## src/rtl/prbs_sat_counter.sv

```systemverilog
// ============================================================================
// Module   : prbs_sat_counter
// Purpose  : Event counter with synchronous clear; saturates when
//            PRBS_CHK_SAT_EN is defined, otherwise wraps.
// Revision : 1.0
// ============================================================================
`default_nettype none

module prbs_sat_counter #(
  parameter int CNT_W = 32
) (
  input  logic             clock,
  input  logic             reset,
  input  logic             i_inc,
  input  logic             i_clear,
  output logic [CNT_W-1:0] o_count
);

  logic [CNT_W-1:0] r_count;

  // Clear takes priority over a coincident increment.
  always_ff @(posedge clock or posedge reset) begin
    if (reset) begin
      r_count <= '0;
    end else if (i_clear) begin
      r_count <= '0;
`ifdef PRBS_CHK_SAT_EN
    end else if (i_inc && !(&r_count)) begin
`else
    end else if (i_inc) begin
`endif
      r_count <= r_count + CNT_W'(1);
    end
  end

  assign o_count = r_count;

endmodule

`default_nettype wire

```

## config.mk

```make
export PLATFORM = sky130hd
export DESIGN_NAME = prbs_sat_counter
export DESIGN_NICKNAME = d
export VERILOG_FILES = /design/src/rtl/prbs_sat_counter.sv
export SDC_FILE = /design/constraint.sdc
export NUM_CORES = 1
export LEC_CHECK = 0
export ABC_AREA = 1
export ABC_CLOCK_PERIOD_IN_PS = 2770
export BUFFER_PORTS_ARGS = -buffer_cell sky130_fd_sc_hd__buf_2
export CAP_MARGIN = 10
export CORE_MARGIN = 2
export CORE_UTILIZATION = 44
export DETAILED_ROUTE_END_ITERATION = 6
export PLACE_DENSITY_LB_ADDON = 0.3
export SLEW_MARGIN = 20
export SYNTH_ARGS = -nofsm -noshare
export SYNTH_HDL_FRONTEND = slang
export SYNTH_SLANG_ARGS = --single-unit
export TNS_END_PERCENT = 20
```

## constraint.sdc

```tcl
create_clock -name clock -period 2.77 [get_ports clock]
set_input_delay 0.4155 -clock clock [delete_from_list [all_inputs] [get_ports clock]]
set_output_delay 0.4155 -clock clock [all_outputs]
set_load 0.03 [all_outputs]
```

==> impl_results.md <==
* Chip height at between 60 and 70 um
* Routed Antenna Nets at 0
* GRT Total Usage at 0.1990
* Syn Inst Count at 270
* Worst-Margin Slew at 462.8 ps
* Peak supply drop at 0.2206 mV
* Root buffer cell: clkbuf_8
* CTS Buf Count at 5
* Worst slack, placed at between 1000 and 1500 ps
* Die Width at approximately 69 um
* Final setup viols at 0
* Total power at between 0.8 and 0.9 mW
* Crit-path max cell delay at around 430 ps
* Core box area at a little over 4000 um2
* # IOs at 36
* Tmin final at 1537 ps
* Post-CTS Setup Repair Bufs at 0
* FF+latch count, synth at 32
* Critical Path End Type: register
* Initial DRC count at 110
* Async SR Flop Fraction at 1.000
* Top cell family by delay on the critical path: simple AND/OR/NAND/NOR gates
* Hold buffer count at cts at 0
* RSZ-0062 raised after global routing: false
* Synth Net Count at about 280
* # rows at 23
* Synth warnings at 0
* Post-DP HPWL at 3472 um
* CTS tree: yes
* Final Hold Vio Count at 0
* CTS sink count at 32
* Final Skew at 11.06 ps
* Period utilization at 0.5549
* Crit Path Class: reg -> reg
* Worst Path Required at 2940 ps
* Crit-path slowest cell: dfrtp_1
* Seq/Total Area, Yosys at 0.4255
* Unique masters post-synth at 20
* Crit path max fanout at 8
* RePlAce Congestion at 0.8365
* Drt pass-1 iters at 4
* Most common flop cell mapped by yosys: dfrtp_1
* Drt via density at just over 5
* Largest net degree at the start of global routing at 33
* First-pass GRT wire length at 7665 um
* Deepest clock path buffer count at 2
* Clock Pin Slew Worst Setup and Hold Paths at around 70 ps
* Nets@finish at between 300 and 400
* PostCTS Resize Cnt at 0
* Max-Cap Viols at 0
* Status: complete, no violations
* Wire per inst at ~12 um
* Mapped Area at roughly 1900 um2
* Final instance area at between 2000 and 2500 um2
* # DRC at 0
* Worst R2R Start: o_count[0]
* Setup ws final at ~1200 ps
* Post-synth EDFFs at 0
* Hold WS at between 200 and 250 ps
* Vias in the first global route at approximately 1700
* TNS Setup at 0 ps
* Via count at roughly 1800
* Initial antenna violation count at 0
* Diode count at 0
* CTS H-tree lvls at 2
* WP buf/inv at 0
* WP data arrival at between 1500 and 2000 ps
* Synth-to-layout area growth at 17.55%
* Max Clk Rate at between 0.6 and 0.7 GHz
* Rel. slew slack at 0.6912
* P per Cell Area at roughly 400 nW/um2
* Leakage power at approximately 1 nW
* Crit start category: register
* Largest register FFs at 32
* Congestion Overflow GR at 0
* Crit path cell chain: ha_1 -> nand3_1 -> nor2_1 -> nand2_1 -> nor2_4 -> nand3_1 -> nand2_1 -> nor2_1
* Placed Instance Area at between 2000 and 2500 um2
* Routed WL at 4519 um
* Worst-skew pair later-pin latency at 280 ps
* HP Class: in -> async
* Die ar. at 4816 um2
* Final Slew Violations at 0
* Layout cells sized above 1 at 0.2051
* Avg Cell Area, Syn at 6.970 um2
* Starting density of the core at 0.4638
* Critical Path Start: o_count[0]
* IO Port Bufs at 35
worst register-to-register path: stages (launching register included):
cell     delay (ps)
dfrtp_1         430
ha_1            240
nand3_1          90
nor2_1          130
nand2_1         140
nor2_4          200
nand3_1         100
nand2_1          70
nor2_1           40
power by group:
group	leakage [nW]	total, mW	switching (mW)	internal [mW]
Sequential	0.446	0.476	0.00482	0.471
Combinational	0.509	0.0527	0.0381	0.0146
Clock	0.0455	0.367	0.165	0.202
Total	1.00	0.895	0.208	0.688
routing by layer:
metal / GRT usage / part of all wire
met5: 0 / 0
met3: 0.05087 / 0.042
met2: 0.3333 / 0.48
met4: 0.08497 / 0.018
met1: 0.2419 / 0.46
area by class of cell:
cell class / count / area (um2)
Timing Repair Buffer: 37 / 190.2
Fill cell: 417 / 1846
Clock buffer: 8 / 90.09
Tap cell: 50 / 62.56
Inverter: 23 / 86.33
Sequential cell: 32 / 800.8
Multi-Input combinational cell: 212 / 982.2
Yosys cell counts (3+ instances only):
cell     number  area share
a21oi_1      22       0.059
o21ai_0       8       0.021
dfrtp_1      32        0.43
nor2_4        6       0.036
nor2_2        6       0.020
nand2_1      69        0.14
nor2_1       67        0.13
inv_1        22       0.044
nand2_2       5       0.017
nand3_1      19       0.051
nand4_1       3       0.010
cells in the final DEF, fill, tap and decap left out:
cell type,count
xnor2_1,1
a2bb2oi_1,1
nand4_1,3
nand3_1,19
nor3_4,1
buf_2,35
clkbuf_8,6
a21oi_1,22
inv_2,1
inv_1,22
buf_4,2
nand2_1,69
nor2_2,6
ha_1,1
dfrtp_1,32
nor2_1,67
nand2_2,5
nor2_4,6
o21ai_1,1
clkbuf_1,2
nand3_2,2
o21ai_0,8
through the flow:
| stage | util | cells |
|---|---|---|
| global placement | 0.5230 | 354 |
| global route | 0.5452 | 362 |
| detailed placement | 0.5230 | 354 |
| CTS | 0.5452 | 362 |
| finish | 0.5452 | 362 |
| floorplan | - | 270 |
path summary, 6_finish.rpt:
check                               to  slack [ps]  depth (start not counted)
hold / removal              o_count[2]         220                          3
setup reg to reg           o_count[18]        1230                          8
min in group clock          o_count[0]         350                          2
hold reg to reg             o_count[8]         520                          1
setup / recovery           o_count[18]        1230                          8
max in group asynchronous  o_count[25]        2250                          3
logic make-up (layout without fill, tap and decap cells):
group / Yosys count / after routing / share of synthesized area
compound gates: 32 / 32 / 0.08710
buf+inv: 26 / 68 / 0.05252
flops: 32 / 32 / 0.4255
xor+xnor: 1 / 1 / 0.004655
fa+ha+maj: 1 / 1 / 0.006648
simple gates: 178 / 178 / 0.4235
Note: power is estimated with default switching activity, not from simulation.
